==> config.mk <==
export PLATFORM = sky130hd
export DESIGN_NAME = fetch_unit
export DESIGN_NICKNAME = d
export VERILOG_FILES = /design/src/rtl/fetch_unit_pkg.sv /design/src/rtl/fetch_unit_branch_target.sv /design/src/rtl/fetch_unit.sv
export SDC_FILE = /design/constraint.sdc
export NUM_CORES = 1
export LEC_CHECK = 0
export CELL_PAD_IN_SITES_DETAIL_PLACEMENT = 1
export CELL_PAD_IN_SITES_GLOBAL_PLACEMENT = 1
export CORE_ASPECT_RATIO = 2
export CORE_MARGIN = 1.5
export CORE_UTILIZATION = 33
export DETAILED_ROUTE_END_ITERATION = 10
export HOLD_SLACK_MARGIN = 0.03
export PLACE_DENSITY = 0.86
export SETUP_SLACK_MARGIN = 0.4
export SYNTH_ARGS = -nofsm -noshare
export SYNTH_HDL_FRONTEND = slang
export SYNTH_SLANG_ARGS = --single-unit
==> constraint.sdc <==
create_clock -name CLK -period 3.9 [get_ports CLK]
set_clock_uncertainty 0.1 [all_clocks]
set_input_delay 1.17 -clock CLK [delete_from_list [all_inputs] [get_ports CLK]]
set_output_delay 1.17 -clock CLK [all_outputs]
set_load 0.02 [all_outputs]
==> src/rtl/fetch_unit_pkg.sv <==
// fetch_unit_pkg: branch codes, FSM states and taken-branch helper shared by fetch and control decode
package fetch_unit_pkg;
  localparam int PC_W = 7;
  typedef enum logic [1:0] {brNext = 2'b00, brReturn = 2'b01, brDecNZ = 2'b10, brNeg = 2'b11} br_type_e;
  typedef enum logic [1:0] {IDLE = 2'b00, RUN = 2'b01, HALTED = 2'b10} state_e;
  function automatic logic is_taken(input br_type_e t, input logic flag);
    return (t == brReturn) || (t == brDecNZ && !flag) || (t == brNeg && flag);
  endfunction
endpackage

==> src/rtl/fetch_unit_branch_target.sv <==
// branch_target: combinational next-PC selection, all arithmetic modulo 128
module branch_target
  import fetch_unit_pkg::*;
(
  input  logic [PC_W-1:0] PC,
  input  br_type_e        branchType,
  input  logic [2:0]      threewireOffset,
  input  logic [5:0]      sixwireOffset,
  input  logic            flag,
  input  logic [PC_W-1:0] returnAddr,
  output logic [PC_W-1:0] nextPC
);
  always_comb
    nextPC = !is_taken(branchType, flag) ? PC + 7'd1 :
             branchType == brReturn     ? returnAddr :
             branchType == brDecNZ      ? PC - {4'b0, threewireOffset} :
                                          PC + {sixwireOffset[5], sixwireOffset};
endmodule

==> src/rtl/fetch_unit.sv <==
// fetch_unit: IDLE/RUN/HALTED sequencer owning the program counter.
// FETCH_PERF_COUNT_EN adds saturating cycleCount/takenCount outputs.
module fetch_unit
  import fetch_unit_pkg::*;
(
  input  logic            CLK,
  input  logic            reset,
  input  logic            start,
  input  logic [PC_W-1:0] startAddr,
  input  logic            stall,
  input  logic            halt,
  input  logic [1:0]      branchType,
  input  logic [2:0]      threewireOffset,
  input  logic [5:0]      sixwireOffset,
  input  logic            flag,
  input  logic [PC_W-1:0] returnAddr,
  output logic [PC_W-1:0] programCounter,
`ifdef FETCH_PERF_COUNT_EN
  output logic [15:0]     cycleCount,
  output logic [15:0]     takenCount,
`endif
  output logic            running,
  output logic            done
);
  state_e          state_q, state_d;
  logic [PC_W-1:0] pc_q, pc_d, next_pc;
  logic            running_q, running_d, done_q, done_d;
  br_type_e        br;
  assign br = br_type_e'(branchType);
  branch_target u_bt (
    .PC(pc_q), .branchType(br), .threewireOffset(threewireOffset),
    .sixwireOffset(sixwireOffset), .flag(flag), .returnAddr(returnAddr), .nextPC(next_pc)
  );
  // stall freezes everything, halt beats any branch, start only honoured outside RUN
  always_comb begin
    state_d = state_q;
    pc_d    = pc_q;
    if (!stall) begin
      if (state_q == RUN) begin
        state_d = halt ? HALTED : RUN;
        pc_d    = halt ? pc_q : next_pc;
      end else if (start) begin
        state_d = RUN;
        pc_d    = startAddr;
      end
    end
    running_d = state_d == RUN;
    done_d    = state_d == HALTED;
  end
  always_ff @(posedge CLK) begin
    if (reset) begin
      state_q   <= IDLE;
      pc_q      <= '0;
      running_q <= 1'b0;
      done_q    <= 1'b0;
    end else begin
      state_q   <= state_d;
      pc_q      <= pc_d;
      running_q <= running_d;
      done_q    <= done_d;
    end
  end
  assign programCounter = pc_q;
  assign running        = running_q;
  assign done           = done_q;
`ifdef FETCH_PERF_COUNT_EN
  logic [15:0] cycle_q, cycle_d, taken_q, taken_d;
  logic        step, clr;
  always_comb begin
    step    = !stall && state_q == RUN;
    clr     = !stall && state_q != RUN && start;
    cycle_d = clr ? '0 : (step && cycle_q != 16'hFFFF) ? cycle_q + 16'd1 : cycle_q;
    taken_d = clr ? '0 : (step && !halt && is_taken(br, flag) && taken_q != 16'hFFFF) ? taken_q + 16'd1 : taken_q;
  end
  always_ff @(posedge CLK) begin
    if (reset) begin
      cycle_q <= '0;
      taken_q <= '0;
    end else begin
      cycle_q <= cycle_d;
      taken_q <= taken_d;
    end
  end
  assign cycleCount = cycle_q;
  assign takenCount = taken_q;
`endif
endmodule

==> results of run 1 <==
## Yosys cell counts, types with 4 or more instances
master	instances	share of area [%]
xnor2_1	5	3.7
xor2_1	5	3.7
inv_1	11	3.5
nor3_1	4	1.7
nand2_1	14	4.5
o21ai_0	8	3.4
nor2_1	7	2.2
a21oi_1	9	3.8
dfxtp_1	11	19
nand3_1	5	2.1
o211ai_1	5	3.2
ha_1	9	9.6
mux2i_1	5	4.3
## per-layer routing
metal / share of wire, % / global-route usage, % / vias to the layer above
li1: - / - / 632
met1: 31 / 19.35 / 654
met2: 61 / 48.18 / 50
met3: 3.2 / 3.112 / 21
met4: 5.5 / 16.58 / 0
met5: 0 / 0 / -
## final timing paths
path                           from                end
hold / removal    programCounter[0]  programCounter[0]
hold reg to reg   programCounter[0]  programCounter[0]
setup / recovery   sixwireOffset[2]  programCounter[6]
setup reg to reg  programCounter[0]  programCounter[6]
## cells by family after synthesis
| group | count (synthesis) |
|---|---|
| simple gates | 49 |
| compound gates | 40 |
| buf+inv | 15 |
| xor+xnor | 12 |
| flops | 11 |
| fa+ha+maj | 10 |
| mux | 6 |
## stage by stage
stage	cell area (um^2)	util, %	power, uW
final	1856	54.93	486.5
after global routing	1856	54.93	516.4
after detailed placement	1675	49.59	344.1
after floorplan	1184	-	249.9
after global placement	1675	49.59	330.9
after CTS	1819	53.85	481.0
## sequential cells by signal (all words and copies together) (netlist names)
register and cells:
done 1, programCounter 7, running 1, state_q 2
## worst max-delay path: stages
cell       delay, ps
buf_2            120
or3_4            400
nor3_4           130
xnor2_1          140
nand2_1          130
ha_4             250
and3_4           160
a2111oi_4        350
xnor3_1          270
o2111ai_1        180
o311ai_1         140
## cell type report
cell class	count	share of cell area, %
multi-input cells	117	54.48
well taps	32	2.158
inverters	11	2.428
clock buffers	4	2.428
repair buffers	56	26.64
flip-flops and latches	11	11.87
## power by group
part	total (uW)	switching, uW	internal (uW)
clock network	114	42.0	71.7
registers	134	13.2	121
logic	239	113	126
## cell usage in the layout, fill, tap and decap left out, types with 4 or more instances in the layout
| cell type | netlist | layout |
|---|---|---|
| xor2_1 | 5 | 5 |
| nand3_1 | 5 | 5 |
| xnor2_1 | 5 | 5 |
| inv_1 | 11 | 7 |
| o21ai_0 | 8 | 8 |
| ha_4 | 0 | 5 |
| mux2i_1 | 5 | 4 |
| nand2_1 | 14 | 13 |
| buf_4 | 1 | 17 |
| a21oi_1 | 9 | 9 |
| clkdlybuf4s50_1 | 0 | 31 |
| nor2_1 | 7 | 7 |
| buf_2 | 2 | 4 |
| dfxtp_1 | 11 | 11 |
| o211ai_1 | 5 | 5 |
## timing repair
item / 4_1_cts / 5_1_grt
pin swaps: 16 / 13
setup buffers: 4 / 2
setup endpoints to repair: 4 / 1
hold buffers: 0 / 0
gates resized for setup: 37 / 7
==> flow_summary_export.csv, run 1 <==
group,metric,value,unit
run_status,status,"finished, final reports clean",
cts,clockBufferDepth,2,
cells_and_area,layout-drive-gt1-share,24.62,%
synth,ys_seq_area_share,18.78,%
grt,grt_antenna_before_repair,0,
floorplanning,dieArea,3941,um^2
timing,rsz0062_at_grt,"no",
timing,period_minus_slack,3446,ps
timing,maxSlewHeadroom,44.66,%
detailed_routing,wl_per_cell,20.13,um
critical_path,r2r_setup_slack,1500,ps
floorplanning,core-area,3378,um^2
grt,grt_use_total,24.21,%
timing,hold_viol_final,0,
run,maxCapViolations,0,
grt,grt_pass1_wl,6872,um
synth,syn_inst,143,
synth,syn_area_per_cell,8.198,um^2
worst_hold_path,min_path_cells,2,
detailed_routing,first_iter_violations,26,
synth,async_flop_share,0,%
synth,synth.distinct_cells,43,
detailed_routing,totalWireLength,4650,um
grt,grt_pass1_vias,1560,
synth,yosysWarningCount,0,
detailed_routing,ant_nets,0,
synth,synth_edf_count,0,
placed_design,placedCellCount,221,
cts,numCtsBuffers,3,
detailed_routing,drc,0,
cells_and_area,syn2layout_area_growth,58.27,%
cells_and_area,multi_input_area,1011,um^2
synth,ys.flop_type,"dfxtp_1",
synth,synth.cell_area,1172,um^2
grt,grt-ovfl-total,0,
cells_and_area,layoutNonFillerInstCount,231,
timing,tightest_slew,828.4,ps
floorplanning,dieWidth,45.15,um
critical_path,crit_fanout,4,
cts,cts.root.buffer_cell,"clkbuf_8",
synth,synth_fa_ha_area_share,11.31,%
placed_design,place_congestion,1.031,
timing,final.period_utilization,88.36,%
cts,clk_latency,240,ps
floorplanning,die_y,87.29,um
placed_design,dp_hpwl,3546,um
power_and_ir_drop,p_per_area,262.2,nW/um^2
cells_and_area,nFillCells,392,
detailed_routing,dr.pass1.iters,4,
grt,grt_max_degree,12,
cells_and_area,nets,241,
placed_design,portBuffers,39,
synth,synth_compound_area_share,25.19,%
floorplanning,core.rowCount,30,
placed_design,pre_cts_slack,-257.6,ps
power_and_ir_drop,p_leak,0.0007537,uW
floorplanning,initial_core_util,34.70,%
timing,setup_ws,453.9,ps
synth,synthXorXnorAreaFrac,11.74,%
synth,syn_nets,184,
cts,cts_max_level,1,
cells_and_area,seqCellArea,220.2,um^2
critical_path,cp_data_required_time,3900,ps
cts,cts_tree,"yes",
timing,setup_viol,0,
critical_path,path_class,"in2reg",
detailed_routing,routed_via_density,5.874,
timing,max_freq,290.2,MHz
cts,numClockSinks,11,
timing,tns,0,ps
synth,synth.area.mux_share,5.229,%
worst_hold_path,hp-class,"reg2reg",
cells_and_area,diodes,0,
synth,synth_seq_cells,11,
detailed_routing,via_count,1357,
critical_path,end_kind,"register",
critical_path,arrival,3440,ps
cts,clk_pin_slew,50,ps
critical_path,critPathLaunchType,"input port",
synth,synth-simple-area-share,22.41,%
power_and_ir_drop,vdd_drop_max,0.0002815,V
timing,holdWs,432.3,ps
synth,synth_top_family_by_area,"compound AO/OA/AOI/OAI gates",
floorplanning,num_io_pins,40,
timing,report.final.slew_viol_count,0,
critical_path,r2r_cells,9,
Note: power is estimated with default switching activity, not from simulation.
==> inputs of run 2 (changes only) <==
Settings changed: CORE_ASPECT_RATIO 2 to not set, SETUP_SLACK_MARGIN 0.4 to 0.02.
==> run 2 against run 1 <==
  * Hold slack worse by 6.4 ps
  * Combinational power down 13%
  * Design area fell by 7.2%
  * Non-clock buffer count fell by 8
  * Routed wire length fell by 19%
  * Core utilization is 3.7 points lower
  * Power decreased by 13%
  * Critical endpoint unchanged
==> flow_summary_export.csv, run 2 (synthesized netlist as in run 1, its figures left out) <==
group,metric,value,unit
floorplanning,dieWidth,62.61,um
power_and_ir_drop,p_per_area,246.2,nW/um^2
critical_path,critPathLaunchType,"input port",
critical_path,cp_cell_sequence,"clkdlybuf4s50_1 -> inv_1 -> ha_1 -> nor3b_4 -> xnor2_1 -> nand2_1 -> ha_1 -> and3_4 -> a2111oi_4 -> xnor3_1 -> o2111ai_1 -> o311ai_1",
detailed_routing,wl_per_cell,15.89,um
cells_and_area,syn2layout_area_growth,46.85,%
cts,cts_max_level,1,
detailed_routing,routed_via_density,5.203,
placed_design,pre_cts_slack,-258.4,ps
timing,holdWs,425.9,ps
critical_path,arrival,3780,ps
grt,grt-ovfl-total,0,
grt,grt_max_degree,12,
detailed_routing,dr.pass1.iters,4,
cts,clk_latency,280,ps
cells_and_area,diodes,0,
power_and_ir_drop,p_leak,0.0006965,uW
run_status,status,"finished, final reports clean",
power_and_ir_drop,total_power,423.9,uW
detailed_routing,ant_nets,0,
placed_design,portBuffers,39,
power_and_ir_drop,switching_share,35.92,%
power_and_ir_drop,p_int,271.6,uW
cts,cts_tree,"yes",
timing,maxSlewHeadroom,49.79,%
cells_and_area,largest_register_ff_count,7,
critical_path,cp_data_required_time,3950,ps
grt,grt_use_total,19.60,%
cts,cts_setup_buffers,0,
floorplanning,core-area,3363,um^2
floorplanning,die_y,62.61,um
cts,cts.root.buffer_cell,"clkbuf_4",
timing,setup_viol,0,
placed_design,dp_hpwl,2952,um
critical_path,path_class,"in2reg",
floorplanning,initial_core_util,34.86,%
critical_path,end_kind,"register",
floorplanning,num_io_pins,40,
detailed_routing,via_count,1233,
floorplanning,dieArea,3919,um^2
floorplanning,core.rowCount,21,
power_and_ir_drop,combPwrFrac,48.8,%
cells_and_area,final_core_util,51.19,%
cts,numCtsBuffers,3,
grt,grt_pass1_vias,1329,
timing,setup_ws,166.8,ps
critical_path,slowest_delay,520,ps
placed_design,place_congestion,0.8296,
detailed_routing,first_iter_violations,21,
cts,numClockSinks,11,
cells_and_area,layout-drive-gt1-share,11.52,%
grt,grt_pass1_wl,6175,um
timing,report.final.slew_viol_count,0,
cells_and_area,final_common_cell,"clkdlybuf4s50_1",
grt,grt_antenna_before_repair,0,
detailed_routing,totalWireLength,3767,um
timing,tightest_slew,751.6,ps
cts,clockBufferDepth,2,
cts,clk_pin_slew,80,ps
critical_path,crit_slowest_cell,"clkdlybuf4s50_1",
worst_hold_path,hp-class,"reg2reg",
critical_path,cp_common_cell,"ha_1",
timing,final.period_utilization,95.72,%
power_and_ir_drop,p_switching,152.3,uW
timing,hold_viol_final,0,
power_and_ir_drop,vdd_drop_max,0.0001677,V
run,maxCapViolations,0,
power_and_ir_drop,p_clk_share,19.9,%
cts,ctsHoldBuffers,0,
detailed_routing,drc,0,
power_and_ir_drop,pwr-share-seq,31.3,%
critical_path,crit_fanout,3,
timing,max_freq,267.9,MHz
cells_and_area,nets,233,
timing,period_minus_slack,3733,ps
cells_and_area,final_cell_mix,"39 x clkdlybuf4s50_1, 14 x nand2_1, 11 x inv_1, 11 x dfxtp_1",
[run 2: cell types whose count changed in the layout (fill, tap and decap cells not counted), sizes merged]
cell           change
dlygate4sd2        -1
inv                +1
clkdlybuf4s50      +8
clkbuf             -1
dlymetal6s2s       -1
buf               -12
clkinvlp           -1
clkdlybuf4s15      -1
[run 2: timing repair]
| item | 4_1_cts | 5_1_grt |
|---|---|---|
| endpoints found under the hold margin | 0 | 0 |
| setup endpoints to repair | 0 | 1 |
| gates resized for setup | 0 | 4 |
[run 2: area by class of cell]
type	count	area (um^2)
Fill cell	432	1642
Multi-Input combinational cell	117	918.4
Timing Repair Buffer	48	457.9
Sequential cell	11	220.2
Tap cell	46	57.56
Inverter	11	41.29
Clock buffer	4	26.28
[run 2: critical path, delay by kind of cell]
family	cells	cell delay [ps]
compound gates	3	640
xor+xnor	2	400
fa+ha+maj	2	540
buf+inv	2	580
simple gates	3	440
[run 2: worst paths after layout]
check	startpoint	to	slack (ps)	cells past startpoint
min reg2reg	programCounter[0]	programCounter[0]	430	2
max reg2reg	programCounter[0]	programCounter[6]	1490	9
max	sixwireOffset[0]	programCounter[6]	170	12
min	programCounter[0]	programCounter[0]	430	2
[run 2: power by group through the flow]
stage	combinational [uW]	clock (uW)	sequential [uW]
after CTS	204	86.2	132
after global routing	227	90.3	134
final	207	84.4	133
after detailed placement	202	0	135
after floorplan	109	0	140
after global placement	192	0	134
[run 2: layer usage]
| metal | part of all wire, % | routed length [um] | vias up | track usage [%] |
|---|---|---|---|---|
| met1 | 44 | 1676 | 581 | 23.64 |
| li1 | - | - | 618 | - |
| met3 | 2.7 | 100 | 4 | 1.982 |
| met2 | 52 | 1951 | 30 | 36.42 |
| met5 | 0 | 0 | - | 0 |
| met4 | 1.0 | 39 | 0 | 5.833 |
[run 2: per-stage QoR]
stage / TNS [ps] / cells / instance area (um^2)
5_1_grt: -19.39 / 237 / 1722
4_1_cts: 0 / 237 / 1693
3_5_place_dp: -258.4 / 233 / 1667
6_report: 0 / 237 / 1722
3_3_place_gp: -130.1 / 233 / 1667
2_1_floorplan: 0 / 143 / 1172
==> inputs of run 3 (changes only) <==
Settings changed: PLACE_DENSITY 0.86 to 0.85.
==> run 3 against run 2 <==
  * Count of clock-buffer cells in the layout stayed put
  * Sequential power barely moved
  * Die area unchanged
  * Clock power is 1% lower
  * First-iteration DRC count rose by 43%
  * Via count increased by 1.6%
  * Routed wire length decreased by 0.98%
  * Sequential share of layout area about the same
  * Core utilization is 0.19 points lower
  * Combinational power barely moved
  * Register-to-register slack barely moved
  * Non-clock buffer count stayed put
  * Critical path type unchanged
==> flow_summary_export.csv, run 3 (synthesized netlist as in run 1, its figures left out) <==
group,metric,value,unit
critical_path,crit_slowest_cell,"clkdlybuf4s50_1",
cells_and_area,seqCellArea,220.2,um^2
timing,tightest_slew,744.9,ps
critical_path,crit_fanout,5,
power_and_ir_drop,p_leak,0.0006917,uW
cells_and_area,nFillCells,442,
critical_path,cp_cell_sequence,"clkdlybuf4s50_1 -> or3_4 -> nor3_2 -> xnor2_1 -> nand2_1 -> ha_4 -> and3_4 -> a2111oi_4 -> xnor3_1 -> o2111ai_1 -> o311ai_1",
placed_design,dp_hpwl,2997,um
detailed_routing,first_iter_violations,30,
cells_and_area,largest_register_ff_count,7,
critical_path,end_kind,"register",
placed_design,place_congestion,0.8149,
worst_hold_path,hp-class,"reg2reg",
grt,grt_pass1_wl,6168,um
cells_and_area,multi_input_area,912.1,um^2
cells_and_area,final_cell_mix,"39 x clkdlybuf4s50_1, 14 x nand2_1, 11 x inv_1, 11 x dfxtp_1",
grt,grt_pass1_vias,1327,
critical_path,regToRegStartpoint,"programCounter[0]",
critical_path,critPathLaunchType,"input port",
critical_path,path_class,"in2reg",
cells_and_area,layout-drive-gt1-share,11.52,%
floorplanning,initial_core_util,34.86,%
detailed_routing,via_count,1253,
grt,grt-ovfl-total,0,
detailed_routing,totalWireLength,3730,um
detailed_routing,ant_nets,0,
grt,grt_antenna_before_repair,0,
cts,clk_pin_slew,70,ps
critical_path,cp_data_required_time,3950,ps
cts,numCtsBuffers,3,
placed_design,portBuffers,39,
floorplanning,dieArea,3919,um^2
cells_and_area,syn2layout_area_growth,46.32,%
grt,grt_max_degree,12,
timing,final.period_utilization,96.67,%
timing,maxSlewHeadroom,50.24,%
cts,ctsHoldBuffers,0,
floorplanning,die_y,62.61,um
detailed_routing,drc,0,
floorplanning,dieWidth,62.61,um
power_and_ir_drop,p_clk_share,19.8,%
detailed_routing,routed_via_density,5.287,
run,maxCapViolations,0,
cts,cts_setup_buffers,0,
critical_path,arrival,3820,ps
power_and_ir_drop,vdd_drop_max,0.0001424,V
cells_and_area,diodes,0,
cells_and_area,nets,233,
power_and_ir_drop,switching_share,35.78,%
power_and_ir_drop,p_switching,151.0,uW
placed_design,pre_cts_slack,-296.0,ps
floorplanning,core-area,3363,um^2
cts,cts_tree,"yes",
grt,grt_use_total,19.60,%
cells_and_area,final_common_cell,"clkdlybuf4s50_1",
detailed_routing,wl_per_cell,15.74,um
run_status,status,"finished, final reports clean",
power_and_ir_drop,p_int,271.0,uW
critical_path,cp-startpoint,"sixwireOffset[1]",
timing,setup_viol,0,
detailed_routing,dr.pass1.iters,5,
cts,clk_latency,280,ps
cts,numClockSinks,11,
critical_path,slowest_delay,430,ps
power_and_ir_drop,pwr-share-seq,31.4,%
worst_hold_path,holdCritStartpoint,"programCounter[0]",
cts,cts.root.buffer_cell,"clkbuf_4",
cts,clockBufferDepth,2,
timing,period_minus_slack,3770,ps
power_and_ir_drop,p_per_area,246.0,nW/um^2
timing,hold_viol_final,0,
floorplanning,num_io_pins,40,
timing,report.final.slew_viol_count,0,
timing,setup_ws,130.0,ps
timing,tns,0,ps
cts,cts_max_level,1,
floorplanning,core.rowCount,21,
timing,max_freq,265.3,MHz
power_and_ir_drop,combPwrFrac,48.8,%
power_and_ir_drop,total_power,421.9,uW
## run 3: changes by cell type in the layout (fill, tap and decap cells not counted)
cell,before,now
nor3b_2,0,1
nor3b_4,1,0
## run 3: repair_timing
item	4_1_cts	5_1_grt
endpoints found under the setup margin	1	1
pin swaps	0	1
resized for setup	1	2
## run 3: stage by stage
step / utilization [%] / area, um^2 / std cells / hold slack [ps]
after detailed placement: 49.55 / 1667 / 233 / 420.4
after floorplan: - / 1172 / 143 / 429.8
after global routing: 51.00 / 1715 / 237 / 455.7
after global placement: 49.55 / 1667 / 233 / 417.1
after CTS: 50.48 / 1698 / 237 / 434.2
final: 51.00 / 1715 / 237 / 431.5
## run 3: layout make-up
class / instances / share of cell area (%)
Timing Repair Buffer: 48 / 26.70
Sequential cell: 11 / 12.84
Tap cell: 46 / 3.355
Inverter: 11 / 2.407
Multi-Input combinational cell: 117 / 53.17
Clock buffer: 4 / 1.532
## run 3: final timing paths
check,end,slack [ps],depth (start not counted)
min,programCounter[0],430,2
max reg2reg,programCounter[6],1500,9
max,programCounter[6],130,11
min reg2reg,programCounter[0],430,2
## run 3: layer usage
metal | routed length (um) | up-vias | share of wire [%] | track usage [%]
met5 | 0 | - | 0 | 0
met3 | 131 | 9 | 3.5 | 2.523
li1 | - | 616 | - | -
met2 | 1868 | 37 | 50 | 36.02
met4 | 76 | 0 | 2.0 | 7.222
met1 | 1653 | 591 | 44 | 23.06
## run 3: worst max-delay path: cells and delay by family
family,cells,cell delay (ps)
buf+inv,1,430
xor+xnor,2,400
simple gates,4,930
fa+ha+maj,1,240
compound gates,3,650
## run 3: power by group through the flow
stage,logic (uW),registers (uW),clock network [uW]
after floorplan,109,140,0
after global placement,193,134,0
after detailed placement,202,135,0
after CTS,203,132,85.7
after global routing,227,134,88.6
final,206,133,83.5
